`src/rtl/phy_pkg.sv`:
```
// Shared PHY definitions: comma symbol, lane count and RX alignment states.
package phy_pkg;

  localparam logic [7:0]  COM   = 8'hBC;
  localparam int unsigned LANES = 4;

  typedef enum logic [1:0] {
    StSearch = 2'd0,
    StAlign  = 2'd1,
    StActive = 2'd2
  } rx_state_e;

endpackage

```
`src/rtl/phy_rx_lane_demux.sv`:
```
// Distributes recovered data bytes round-robin onto per-lane holding registers.
module phy_rx_lane_demux
  import phy_pkg::*;
(
  input  logic       clk_i,
  input  logic       rst_i,
  input  logic       valid_i,
  input  logic [1:0] lane_i,
  input  logic [7:0] byte_i,
  output logic [7:0] out0_o,
  output logic [7:0] out1_o,
  output logic [7:0] out2_o,
  output logic [7:0] out3_o,
  output logic [3:0] validmux41_o
);

  logic [7:0]       lane_q [LANES];
  logic [LANES-1:0] onehot;
  logic [LANES-1:0] validmux_q;

  always_comb begin
    onehot = '0;
    if (valid_i) onehot[lane_i] = 1'b1;
  end

  always_ff @(posedge clk_i) begin
    if (rst_i) begin
      for (int i = 0; i < LANES; i++) lane_q[i] <= '0;
      validmux_q <= '0;
    end else begin
      validmux_q <= onehot;
      if (valid_i) lane_q[lane_i] <= byte_i;
    end
  end

  assign out0_o       = lane_q[0];
  assign out1_o       = lane_q[1];
  assign out2_o       = lane_q[2];
  assign out3_o       = lane_q[3];
  assign validmux41_o = validmux_q;

endmodule

```
`src/rtl/phy_rx_deserializer.sv`:
```
// Serial-to-parallel receiver: COM-based byte alignment, idle stripping and
// round-robin lane distribution of data bytes.
module phy_rx_deserializer
  import phy_pkg::*;
#(
  parameter int unsigned BC_LOCK = 4
) (
  input  logic       clk32f,
  input  logic       reset,
  input  logic       in_serial,
  output logic       active,
  output logic [7:0] out_byte,
  output logic       out_valid,
  output logic [1:0] out_lane,
  output logic [7:0] out0,
  output logic [7:0] out1,
  output logic [7:0] out2,
  output logic [7:0] out3,
  output logic [3:0] validmux41
);

  localparam logic [3:0] LockCnt = 4'(BC_LOCK);

  rx_state_e  state_q, state_d;
  logic [7:0] sr_q, nxt;
  logic [2:0] bit_cnt_q, bit_cnt_d;
  logic [3:0] com_cnt_q, com_cnt_d;
  logic [1:0] lane_ptr_q, lane_ptr_d;
  logic       active_q, out_valid_q;
  logic [7:0] out_byte_q;
  logic [1:0] out_lane_q;
  logic       is_com, boundary, data_hit;

  always_comb begin
    nxt        = {sr_q[6:0], in_serial};
    is_com     = (nxt == COM);
    boundary   = (bit_cnt_q == 3'd7);
    state_d    = state_q;
    bit_cnt_d  = bit_cnt_q + 3'd1;
    com_cnt_d  = com_cnt_q;
    lane_ptr_d = lane_ptr_q;
    data_hit   = 1'b0;
    unique case (state_q)
      StSearch: begin
        // Bit-sliding hunt: every edge is a candidate byte boundary.
        bit_cnt_d = '0;
        if (is_com) begin
          com_cnt_d = 4'd1;
          state_d   = (BC_LOCK == 1) ? StActive : StAlign;
        end
      end
      StAlign: begin
        if (boundary) begin
          if (is_com) begin
            com_cnt_d = com_cnt_q + 4'd1;
            if (com_cnt_d == LockCnt) state_d = StActive;
          end else begin
            com_cnt_d = '0;
            state_d   = StSearch;
          end
        end
      end
      StActive: begin
        if (boundary && !is_com) begin
          data_hit   = 1'b1;
          lane_ptr_d = lane_ptr_q + 2'd1;
        end
      end
      default: state_d = StSearch;
    endcase
  end

  always_ff @(posedge clk32f) begin
    if (reset) begin
      state_q     <= StSearch;
      sr_q        <= '0;
      bit_cnt_q   <= '0;
      com_cnt_q   <= '0;
      lane_ptr_q  <= '0;
      active_q    <= 1'b0;
      out_valid_q <= 1'b0;
      out_byte_q  <= '0;
      out_lane_q  <= '0;
    end else begin
      state_q     <= state_d;
      sr_q        <= nxt;
      bit_cnt_q   <= bit_cnt_d;
      com_cnt_q   <= com_cnt_d;
      lane_ptr_q  <= lane_ptr_d;
      active_q    <= active_q | (state_d == StActive);
      out_valid_q <= data_hit;
      if (data_hit) begin
        out_byte_q <= nxt;
        out_lane_q <= lane_ptr_q;
      end
    end
  end

  phy_rx_lane_demux u_demux (
    .clk_i        (clk32f),
    .rst_i        (reset),
    .valid_i      (data_hit),
    .lane_i       (lane_ptr_q),
    .byte_i       (nxt),
    .out0_o       (out0),
    .out1_o       (out1),
    .out2_o       (out2),
    .out3_o       (out3),
    .validmux41_o (validmux41)
  );

  assign active    = active_q;
  assign out_valid = out_valid_q;
  assign out_byte  = out_byte_q;
  assign out_lane  = out_lane_q;

endmodule

```
`config.mk`:
```
export PLATFORM = sky130hd
export DESIGN_NAME = phy_rx_deserializer
export DESIGN_NICKNAME = d
export VERILOG_FILES = /design/src/rtl/phy_pkg.sv /design/src/rtl/phy_rx_lane_demux.sv /design/src/rtl/phy_rx_deserializer.sv
export SDC_FILE = /design/constraint.sdc
export NUM_CORES = 1
export LEC_CHECK = 0
export ABC_AREA = 1
export BUFFER_PORTS_ARGS = -buffer_cell sky130_fd_sc_hd__buf_2
export CAP_MARGIN = 20
export CORE_ASPECT_RATIO = 1.75
export CORE_MARGIN = 4
export CORE_UTILIZATION = 55
export CTS_BUF_LIST = sky130_fd_sc_hd__clkbuf_4 sky130_fd_sc_hd__clkbuf_8 sky130_fd_sc_hd__clkbuf_16
export DETAILED_ROUTE_END_ITERATION = 10
export GPL_ROUTABILITY_DRIVEN = 0
export PLACE_DENSITY = 0.81
export SETUP_SLACK_MARGIN = 0.5
export SYNTH_ARGS = -nofsm -noshare
export SYNTH_HDL_FRONTEND = slang
export SYNTH_HIERARCHICAL = 1
export SYNTH_SLANG_ARGS = --single-unit
export TNS_END_PERCENT = 50
```
`constraint.sdc`:
```
create_clock -name clk32f -period 5.8 [get_ports clk32f]
set_input_delay 0.29 -clock clk32f [delete_from_list [all_inputs] [get_ports clk32f]]
set_output_delay 0.29 -clock clk32f [all_outputs]
set_load 0.01 [all_outputs]
```
### Word-level counts from Yosys, hierarchy flattened

Memories as Yosys holds them, arrays and structs flattened.
Cells that the tools add are included.

* word-level logic and storage cells: 57
* memories: 1
* bits in writable memories: 32
* input port bits: 3
* register bits: 34

Memory list
* u_demux.lane_q: depth 4, bits a word 8, read ports 4, clocked after Yosys merged registers in 0, wr ports 4, RTL line phy_rx_lane_demux.sv:17 `logic [7:0] lane_q [LANES];`

* muxes and demuxes: 21
* equality and inequality tests: 8
* add/sub/neg operators: 3
* order comparisons: 2
* reduce and logical (&&, ||, !) cells: 10
* bitwise gates (word level): 2

Operators by type and width (number)
* $mux 4: 3
* $mux 2: 5
* $mux 1: 9
* $eq 8x8->1 const B: 1
* $mux 8: 1
* $pmux 4 s2: 1
* $reduce_or 8->1: 1
* $pmux 2 s3: 1
* $add 4x1->4 const B: 1
* $eq 2x2->1 const B: 2
* $eq 4x3->1 const B: 1
* $ne 2x2->1 const B: 2
* $reduce_or 2->1: 2
* $add 3x1->3 const B: 1
* $eq 3x3->1 const B: 1
* $lt 2x3->1 const B: 1
* $reduce_and 3->1: 1
* $add 2x1->2 const B: 1
* $demux 1 s2: 1
* $eq 2x1->1 const B: 1
* $ge 2x1->1 const B: 1
* $logic_and 1x1->1: 2
* $logic_not 2->1: 1
* $reduce_and 2->1: 1
* 4 further kinds: 4

### Longest topological paths before layout

* word-level depth: 10
* depth in mapped cells: 12

### Hierarchy

The synthesis kept the hierarchy.

By module, submodules not included
* phy_rx_lane_demux: cells an instance 104, area an instance 1365.1 sq um, sequential area each 1041.0 sq um, times used 1
* phy_rx_deserializer: cells an instance 163, area an instance 1224.9 sq um, sequential area each 600.6 sq um, times used 1

### Worst setup path before layout

Ideal clock, no wire load.

* kind: reg2reg
* start point: reg bit_cnt_q[0]
* end point: mem u_demux.lane_q[1][0], enable pin
* setup slack: 3726 ps
* data required time: 5416 ps
* period minus slack after synthesis: 2074 ps
* library setup time: 384 ps
* data arrival time: 1690 ps
* stages on the path, launching flop included: 8
* cell sequence: dfxtp_1 ha_1 ha_1 nand3_4 inv_2 buf_6 inv_1 o21ai_0

RTL lines
* start: declaration: RTL line phy_rx_deserializer.sv:26 `logic [2:0] bit_cnt_q, bit_cnt_d;`
* start signal: assignment: RTL line phy_rx_deserializer.sv:87 `bit_cnt_q <= bit_cnt_d;`
* end: declaration: RTL line phy_rx_lane_demux.sv:17

==> reports/metrics.cfg <==
[run_status]
outcome=completed

[routing]
remaining_drc_errors=0
post_drt_via_cell_ratio=4.91
postRouteWirelength_microns=5060
detail-route-antenna-nets=0
avgRoutedWirePerCell_microns=13.4
dr.first_iter.drc_count=41
vias=1857
firstDrtPassIters=4

[run]
cap_viol_max_count=0

[sta]
finalSetupViolations=0
period_share_pct=44.8
tns_ns=0
hold_slack_ns=0.216
fin_crit_ns=2.60
fin_worst_skew_ns=0.00711
report.final.slew_viol_count=0
final_hold_viol_count=0
clock.fmax_ghz=0.385
worst_tran_pin_value_ns=0.986
rsz_0062_raised_after_global_routing=false
slew_headroom_pct=33.6

[clocking]
htreeDepth=3
ctsRootBufferMaster=clkbuf_8
clk_path_buf_depth=2
cts_hold_buffers=0
clock_insertion_delay_worst_skew_ns=0.34
postCtsSetupBuffers=0
cts_inserted_buffers=9
register_clock_pin_slew_on_the_reported_worst_setup_and_hold_paths_ns=0.07
cts_resized=0
clock-sinks=66
cts_tree=built

[worst_hold_path]
hold_wc_startpoint=in_serial
min-delay-path-class=in2reg

[floorplan]
overall_die_height_microns=98.8
initial_cell_density_of_the_core_pct=57.8
design.die.area_sq_mm=0.00591
design.core.area_sq_mm=0.00448
top_level_ports=51
die_width_microns=59.9
placementRows=32

[logic_synthesis]
synthDistinctLibCells=23
yosys_warnings=6
ys_ff_latch=66
synth_edf_count=32
syn_area_per_cell_sq_um=9.70
asyncSetResetFlopFracSynth_pct=0
syn_nets=274
syn-instance-count=267
yosysSeqAreaShare_pct=63.4
synth_top_flop_cell=dfxtp_1
syn-cell-area_sq_mm=0.00259

[worst_setup_path]
cp_data_arrival_time_ns=2.62
required_ns=5.82
setup.worst_path.start_class=flop
worst-setup-path-type=reg2reg
r2r_start=bit_cnt_q[0]
critical_path.endpoint_type=flop
cp_max_fo=14
cp-startpoint=bit_cnt_q[0]

[final_layout]
final_cell_mix=nand2_1, buf_2, inv_1
fillCellCount=363
final_layout_size_suffix_gt1_share_pct=26.6
final_nets=329
layout_commonest_cell=nand2_1
finish.instance_area_sq_mm=0.00307
antenna_cells=0
relative_area_change_from_synthesis_to_final_layout_pct=18.6

[global_routing]
overflow=0
overall_track_demand_over_capacity_in_global_routing_pct=18.8
grt_start_max_net_pins=29
number_of_global_route_vias_before_repair=1773
grt_first_pass_wirelength_microns=8040
grt_antenna_before_repair=0

[place]
dp_hpwl_microns=3830
place_area_sq_mm=0.00286
numPortBuffers=50

[pwr]
power_density_cells_mw_per_mm2=305
ir_worst_vdd_mv=0.281
cellLeakagePower_nw=1.40
report.power.total_mw=0.938

## registers in the layout, summed over array words and instances, names as in the netlist
| signal | count |
|---|---|
| out_lane | 2 |
| u_demux/validmux41_o | 4 |
| sr_q | 7 |
| out_byte | 8 |
| out_valid | 1 |
| bit_cnt_q | 3 |
| lane_ptr_q | 2 |
| u_demux/lane_q | 32 |
| active | 1 |
| com_cnt_q | 4 |
| state_q | 2 |
## where the power goes
| group | switching, mW | internal (mW) |
|---|---|---|
| logic | 0.0190 | 0.00762 |
| clock network | 0.166 | 0.244 |
| registers | 0.00399 | 0.497 |
## final timing paths
path	endpoint	slack, ns	cells past startpoint
max	u_demux/lane_q[2][2]	3.20	8
min	sr_q[0]	0.22	3
min reg2reg	bit_cnt_q[0]	0.44	1
max reg2reg	u_demux/lane_q[2][2]	3.20	8
## per-layer routing
layer  wire length [microns]  GRT usage [%]
met1                    1720           18.2
met2                    2890           33.2
met3                     274           4.46
met4                     181           12.8
met5                       0              0
## area by class of cell
class,instances,area (sq um),area share (%)
multi-input cells,152,742,24.1
inverters,43,161,5.25
clock inverters,6,82.6,2.69
repair buffers,50,250,8.14
flip-flops and latches,66,1640,53.4
well taps,51,63.8,2.08
clock buffers,10,131,4.28
## worst max-delay path, cell delays in order (launching register included)
cell	delay (ns)
dfxtp_1	0.34
ha_1	0.15
ha_1	0.24
nand3_4	0.19
inv_2	0.23
inv_1	0.09
nor2_2	0.46
nand2_2	0.25
nand2_1	0.32
## cells in the mapped netlist (all sizes together) (3+ instances only)
| master | instances | area [sq um] |
|---|---|---|
| nand2 | 66 | 279 |
| buf | 3 | 33.8 |
| clkbuf | 3 | 11.3 |
| nor2 | 52 | 240 |
| dfxtp | 34 | 681 |
| nand3 | 7 | 47.6 |
| a21oi | 15 | 75.1 |
| inv | 42 | 158 |
| ha | 4 | 50.1 |
| edfxtp | 32 | 961 |
## through the flow
stage / std cells / setup slack [ns] / utilization, %
after floorplan: 267 / 3.73 / -
after global placement: 362 / 3.36 / 63.8
after detailed placement: 362 / 3.24 / 63.8
after CTS: 378 / 3.21 / 68.5
after global routing: 378 / 3.01 / 68.5
final: 378 / 3.20 / 68.5
## cells by family after synthesis
| family | count (synthesis) | synth area share, % |
|---|---|---|
| AOI/OAI and AO/OA | 17 | 3.28 |
| xor gates and xnor gates | 1 | 0.338 |
| adders and majority gates | 4 | 1.93 |
| buffers and inverters | 49 | 7.97 |
| DFF | 66 | 63.4 |
| and+or+nand+nor | 130 | 23.1 |
No activity file was read; power rests on OpenSTA's default activity.
